<file path="src/rtl/matrix_result_streamer.sv">
// rtl/matrix_result_streamer.sv - captures a matrix result and streams it as a byte frame
// Optional feature: define MATRIX_STREAM_CHECKSUM_EN to append an XOR checksum byte.
module matrix_result_streamer #(
   parameter int ELEM_W    = 16,
   parameter int MAX_ELEMS = 25,
   parameter int DIM_W     = 6
) (
   input  logic                          clk,
   input  logic                          rst_n,
   input  logic                          i_res_done,
   input  logic                          i_res_error,
   input  logic [DIM_W-1:0]              i_res_dim,
   input  logic [MAX_ELEMS*ELEM_W-1:0]   i_res_data,
   output logic [7:0]                    o_tx_data,
   output logic                          o_tx_valid,
   input  logic                          i_tx_ready,
   output logic                          o_tx_last,
   output logic                          o_busy,
   output logic                          o_overrun
);

   localparam int                  IDX_W = $clog2(MAX_ELEMS);
   localparam int                  HALF  = DIM_W / 2;
   localparam logic [DIM_W-1:0]    MAX_N = DIM_W'(MAX_ELEMS);

   typedef enum logic [2:0] {
      S_IDLE = 3'd0,
      S_HDR  = 3'd1,
      S_E_HI = 3'd2,
      S_E_LO = 3'd3,
`ifdef MATRIX_STREAM_CHECKSUM_EN
      S_CSUM = 3'd5,
`endif
      S_ERR  = 3'd4
   } state_t;

   // State entered after the final element byte (or after the header when n is 0)
`ifdef MATRIX_STREAM_CHECKSUM_EN
   localparam state_t S_END = S_CSUM;
`else
   localparam state_t S_END = S_IDLE;
`endif

   state_t                        r_state;
   state_t                        w_state_nxt;
   logic [MAX_ELEMS*ELEM_W-1:0]   r_data;
   logic [MAX_ELEMS*ELEM_W-1:0]   w_data_nxt;
   logic [DIM_W-1:0]              r_dim;
   logic [DIM_W-1:0]              w_dim_nxt;
   logic [DIM_W-1:0]              r_n;
   logic [DIM_W-1:0]              w_n_nxt;
   logic [DIM_W-1:0]              w_n_in;
   logic [IDX_W-1:0]              r_idx;
   logic [IDX_W-1:0]              w_idx_nxt;
   logic                          w_xfer;
   logic                          w_start;
   logic                          w_last_elem;
   logic [ELEM_W-1:0]             w_elems [MAX_ELEMS];
   logic [ELEM_W-1:0]             w_elem;
   logic [7:0]                    w_tx_data_nxt;
   logic                          w_tx_last_nxt;
   logic [7:0]                    r_tx_data;
   logic                          r_tx_valid;
   logic                          r_tx_last;
   logic                          r_busy;
   logic                          r_overrun;

   assign w_n_in      = {{HALF{1'b0}}, i_res_dim[DIM_W-1:HALF]} * {{HALF{1'b0}}, i_res_dim[HALF-1:0]};
   assign w_xfer      = r_tx_valid & i_tx_ready;
   assign w_last_elem = (DIM_W'(r_idx) == r_n - DIM_W'(1));

   // State register
   always_ff @(posedge clk or negedge rst_n) begin
      if (!rst_n) begin
         r_state <= S_IDLE;
      end else begin
         r_state <= w_state_nxt;
      end
   end

   // Next-state logic
   always_comb begin
      w_state_nxt = r_state;
      w_start     = 1'b0;
      case (r_state)
         S_IDLE: begin
            if (i_res_error) begin
               w_state_nxt = S_ERR;
            end else if (i_res_done) begin
               if (w_n_in > MAX_N) begin
                  w_state_nxt = S_ERR;
               end else begin
                  w_state_nxt = S_HDR;
                  w_start     = 1'b1;
               end
            end
         end
         S_HDR: begin
            if (w_xfer) begin
               w_state_nxt = (r_n == '0) ? S_END : S_E_HI;
            end
         end
         S_E_HI: begin
            if (w_xfer) begin
               w_state_nxt = S_E_LO;
            end
         end
         S_E_LO: begin
            if (w_xfer) begin
               w_state_nxt = w_last_elem ? S_END : S_E_HI;
            end
         end
`ifdef MATRIX_STREAM_CHECKSUM_EN
         S_CSUM: begin
            if (w_xfer) begin
               w_state_nxt = S_IDLE;
            end
         end
`endif
         S_ERR: begin
            if (w_xfer) begin
               w_state_nxt = S_IDLE;
            end
         end
         default: w_state_nxt = S_IDLE;
      endcase
   end

   // Capture path: the next-cycle view lets the first header byte be registered on the done edge
   always_comb begin
      w_data_nxt = w_start ? i_res_data : r_data;
      w_dim_nxt  = w_start ? i_res_dim  : r_dim;
      w_n_nxt    = w_start ? w_n_in     : r_n;
      w_idx_nxt  = r_idx;
      if (w_start) begin
         w_idx_nxt = '0;
      end else if (r_state == S_E_LO && w_xfer) begin
         w_idx_nxt = r_idx + IDX_W'(1);
      end
   end

   always_comb begin
      for (int i = 0; i < MAX_ELEMS; i++) begin
         w_elems[i] = w_data_nxt[i*ELEM_W +: ELEM_W];
      end
   end

   assign w_elem = w_elems[w_idx_nxt];

`ifdef MATRIX_STREAM_CHECKSUM_EN
   logic [7:0] r_csum;
   logic [7:0] w_csum_nxt;

   // Running XOR of every byte already handed over in this frame
   always_comb begin
      w_csum_nxt = r_csum;
      if (w_start) begin
         w_csum_nxt = 8'h00;
      end else if (w_xfer) begin
         w_csum_nxt = r_csum ^ r_tx_data;
      end
   end

   always_ff @(posedge clk or negedge rst_n) begin
      if (!rst_n) begin
         r_csum <= 8'h00;
      end else begin
         r_csum <= w_csum_nxt;
      end
   end
`else
   logic w_last_elem_nxt;
   assign w_last_elem_nxt = (DIM_W'(w_idx_nxt) == w_n_nxt - DIM_W'(1));
`endif

   // Output logic: byte and last flag for the state being entered
   always_comb begin
      w_tx_data_nxt = 8'h00;
      w_tx_last_nxt = 1'b0;
      case (w_state_nxt)
         S_HDR: begin
            w_tx_data_nxt = 8'(w_dim_nxt);
`ifndef MATRIX_STREAM_CHECKSUM_EN
            w_tx_last_nxt = (w_n_nxt == '0);
`endif
         end
         S_E_HI: begin
            w_tx_data_nxt = w_elem[ELEM_W-1 -: 8];
         end
         S_E_LO: begin
            w_tx_data_nxt = w_elem[7:0];
`ifndef MATRIX_STREAM_CHECKSUM_EN
            w_tx_last_nxt = w_last_elem_nxt;
`endif
         end
`ifdef MATRIX_STREAM_CHECKSUM_EN
         S_CSUM: begin
            w_tx_data_nxt = w_csum_nxt;
            w_tx_last_nxt = 1'b1;
         end
`endif
         S_ERR: begin
            w_tx_data_nxt = 8'hEE;
            w_tx_last_nxt = 1'b1;
         end
         default: begin
            w_tx_data_nxt = 8'h00;
            w_tx_last_nxt = 1'b0;
         end
      endcase
   end

   always_ff @(posedge clk or negedge rst_n) begin
      if (!rst_n) begin
         r_data     <= '0;
         r_dim      <= '0;
         r_n        <= '0;
         r_idx      <= '0;
         r_tx_data  <= 8'h00;
         r_tx_valid <= 1'b0;
         r_tx_last  <= 1'b0;
         r_busy     <= 1'b0;
         r_overrun  <= 1'b0;
      end else begin
         r_data     <= w_data_nxt;
         r_dim      <= w_dim_nxt;
         r_n        <= w_n_nxt;
         r_idx      <= w_idx_nxt;
         r_tx_data  <= w_tx_data_nxt;
         r_tx_valid <= (w_state_nxt != S_IDLE);
         r_tx_last  <= w_tx_last_nxt;
         r_busy     <= (w_state_nxt != S_IDLE);
         r_overrun  <= (i_res_done | i_res_error) & (r_state != S_IDLE);
      end
   end

   assign o_tx_data  = r_tx_data;
   assign o_tx_valid = r_tx_valid;
   assign o_tx_last  = r_tx_last;
   assign o_busy     = r_busy;
   assign o_overrun  = r_overrun;

endmodule

</file>
<file path="config.mk">
export PLATFORM = sky130hd
export DESIGN_NAME = matrix_result_streamer
export DESIGN_NICKNAME = d
export VERILOG_FILES = /design/src/rtl/matrix_result_streamer.sv
export SDC_FILE = /design/constraint.sdc
export NUM_CORES = 1
export LEC_CHECK = 0
export BUFFER_PORTS_ARGS = -buffer_cell sky130_fd_sc_hd__buf_4
export CAP_MARGIN = 20
export CORE_MARGIN = 1.5
export CORE_UTILIZATION = 57
export CTS_BUF_LIST = sky130_fd_sc_hd__clkbuf_4 sky130_fd_sc_hd__clkbuf_8
export DETAILED_ROUTE_END_ITERATION = 8
export PLACE_DENSITY = 0.91
export SLEW_MARGIN = 20
export SYNTH_ARGS = -nofsm -noshare
export SYNTH_HDL_FRONTEND = slang
export SYNTH_SLANG_ARGS = --single-unit
</file>
<file path="constraint.sdc">
create_clock -name clk -period 4.6 [get_ports clk]
set_clock_uncertainty 0.2 [all_clocks]
set_input_delay 0.92 -clock clk [delete_from_list [all_inputs] [get_ports clk]]
set_output_delay 0.92 -clock clk [all_outputs]
set_load 0.05 [all_outputs]
</file>
==> impl_metrics.json <==
{
  "status": "complete, no violations",
  "setup_viol": 0,
  "viasPerCell": 6.021,
  "grt_max_degree": 122,
  "first_iter_violations": 2402,
  "hpwl_um": 57610,
  "finalSetupTns_ns": 0,
  "regToRegSetupSlack_ns": 0.77,
  "reg2reg_depth": 10,
  "vdd_drop_max_mv": 0.3452,
  "async_flop_share": 1.000,
  "finalWeightedCongestion": 1.018,
  "holdBufCountCts": 0,
  "core_mm2": 0.03643,
  "syn_inst": 2400,
  "vias": 20850,
  "start_util": 0.5764,
  "ctsLongestPathBuffers": 3,
  "syn_nets": 2822,
  "rsz0062_at_grt": "false",
  "clock.fmax_mhz": 225.6,
  "cts_root_buf": "clkbuf_8",
  "avgSynthCellArea_um2": 8.751,
  "path_clk_slew_ns": 0.06,
  "dieArea_mm2": 0.03801,
  "syn-cell-area_mm2": 0.02100,
  "worstHoldPathType": "in2async",
  "post-route-cell-area_mm2": 0.02737,
  "r2r_end": "o_tx_data[1]$_DFF_PN0_",
  "r2r-start": "r_state[2]$_DFF_PN0_",
  "worst_setup_path_end_kind": "register",
  "critPathRequiredTime_ns": 4.92,
  "drive_gt1_frac": 0.2889,
  "synth_cell_type_count": 79,
  "synth_warnings": 0,
  "relSlewSlack": 0.4814,
  "drt-total-wl_um": 77760,
  "dieWidth_um": 195.0,
  "grt_pass1_wl_um": 117800,
  "hold_viol": 0,
  "clkLatencyLatePin_ns": 0.65,
  "final.fill_count": 2463,
  "antenna_found_initial": 3,
  "p_per_area_mw_per_mm2": 589.7,
  "track_usage": 0.4085,
  "synth-main-ff-cell": "dfrtp_1",
  "worstSetupStartpointType": "input port",
  "layout_commonest_cell": "nand2_1",
  "port_buffers": 422,
  "dpl_cell_area_mm2": 0.02589,
  "ant_nets": 0,
  "die_h_um": 195.0,
  "final_cell_mix": "nand2_1 (1166), buf_4 (608), dfrtp_1 (431)",
  "firstDrtPassIters": 8,
  "nets": 3367,
  "critPathKind": "in2reg",
  "rows": 70,
  "worstMarginPinSlew_ns": 0.7779,
  "arrival_ns": 4.76,
  "drc_errors": 0,
  "overflow": 0,
  "layout_min_cycle_time_ns": 4.432,
  "max-cap-violations": 0,
  "grt_pass1_vias": 20930,
  "area_delta_synth_final_pct": 30.31,
  "routedWlPerCell_um": 22.46,
  "num_io_pins": 423,
  "cts_buffers": 72,
  "cp_max_fo": 9,
  "p_total_mw": 16.14,
  "whs_ns": 0.08082,
  "slew_violations": 0,
  "cts_tree": "done",
  "cts_resized": 0,
  "synth_seq_area_share": 0.5136,
  "h-tree-depth": 3,
  "p_leak_nw": 14.06,
  "postCtsSetupBuffers": 0,
  "synth_edf_count": 0,
  "clock_sink_count": 431,
  "finalCritPeriodShare": 0.9635,
  "ys_ff_latch": 431
}
-- critical path, cell delays in order --
cell and delay [ns]:
buf_4 0.09, nand2_1 0.07, fa_1 0.53, inv_1 0.05
ha_1 0.21, fa_2 0.36, xnor2_2 0.23, o21ai_4 0.15
buf_4 0.22, o22ai_4 0.35, inv_2 0.10, buf_4 0.21
a221oi_1 0.23, a2111oi_1 0.17, a311o_1 0.34, or4_1 0.51
-- cell type report --
cell class / instances / area, um^2 / share of cell area
inverter: 25 / 96.34 / 0.003520
clock buffer: 103 / 1330 / 0.04860
tap: 468 / 585.6 / 0.02140
timing repair buffer: 628 / 4960 / 0.1812
sequential: 431 / 10790 / 0.3941
multi-input combinational: 1787 / 9467 / 0.3459
clock inverter: 17 / 136.4 / 0.004983
antenna: 3 / 7.507 / 0.0002743
-- through the flow --
| step | cells | utilization | setup WS (ns) |
|---|---|---|---|
| after floorplan | 2400 | - | 0.01065 |
| after global placement | 3339 | 0.7106 | -0.4600 |
| after detailed placement | 3339 | 0.7106 | -0.4846 |
| after CTS | 3459 | 0.7509 | 0.1890 |
| after global routing | 3461 | 0.7511 | 0.01515 |
| final | 3462 | 0.7511 | 0.1678 |
-- cell usage after synthesis (all sizes together) (23+ instances only) --
cell type,number,area share
nand2,1169,0.21
dfrtp,431,0.51
clkbuf,79,0.014
buf,78,0.021
o21ai,68,0.016
mux2,62,0.033
mux2i,57,0.027
nor2,52,0.0094
a21oi,37,0.0088
nand3,28,0.0067
inv,25,0.0046
a31oi,23,0.0071
-- logic make-up after synthesis --
group	synth area share
flip-flops	0.5136
buffers and inverters	0.03950
XOR/XNOR	0.006613
AO/OA/AOI/OAI	0.1009
adder cells (fa/ha/maj)	0.007269
multiplexers	0.08079
AND/OR/NAND/NOR	0.2514
-- power by group --
part / switching [mW] / total, mW / internal, mW
Clock: 1.62 / 3.54 / 1.92
Sequential: 1.14 / 6.68 / 5.54
Combinational: 3.43 / 5.91 / 2.49
-- state kept, by name (all words and copies together) (netlist names) --
signal and flops:
o_busy 1, o_overrun 1, o_tx_data 8, o_tx_last 1, r_data 400, r_dim 6
r_idx 5, r_n 6, r_state 3
-- layer usage --
| layer | vias to the layer above | GRT usage | part of all wire |
|---|---|---|---|
| met4 | 0 | 0.2409 | 0.062 |
| li1 | 9061 | - | - |
| met3 | 307 | 0.09787 | 0.10 |
| met2 | 1415 | 0.6151 | 0.45 |
| met5 | - | 0 | 0 |
| met1 | 10060 | 0.5415 | 0.38 |
-- how the worst max path moves through the flow --
stage,startpoint,to,slack [ns],depth (start not counted)
CTS,i_res_dim[0],o_tx_data[2]$_DFF_PN0_,0.19,17
floorplan,i_res_dim[0],o_tx_data[1]$_DFF_PN0_,0.01,14
global route,i_res_dim[0],o_tx_data[1]$_DFF_PN0_,0.02,16
finish,i_res_dim[0],o_tx_data[1]$_DFF_PN0_,0.17,16
detailed placement,i_res_dim[0],o_tx_data[1]$_DFF_PN0_,-0.48,16
global placement,i_res_dim[0],o_tx_data[2]$_DFF_PN0_,-0.46,17
No activity file was read; power rests on OpenSTA's default activity.
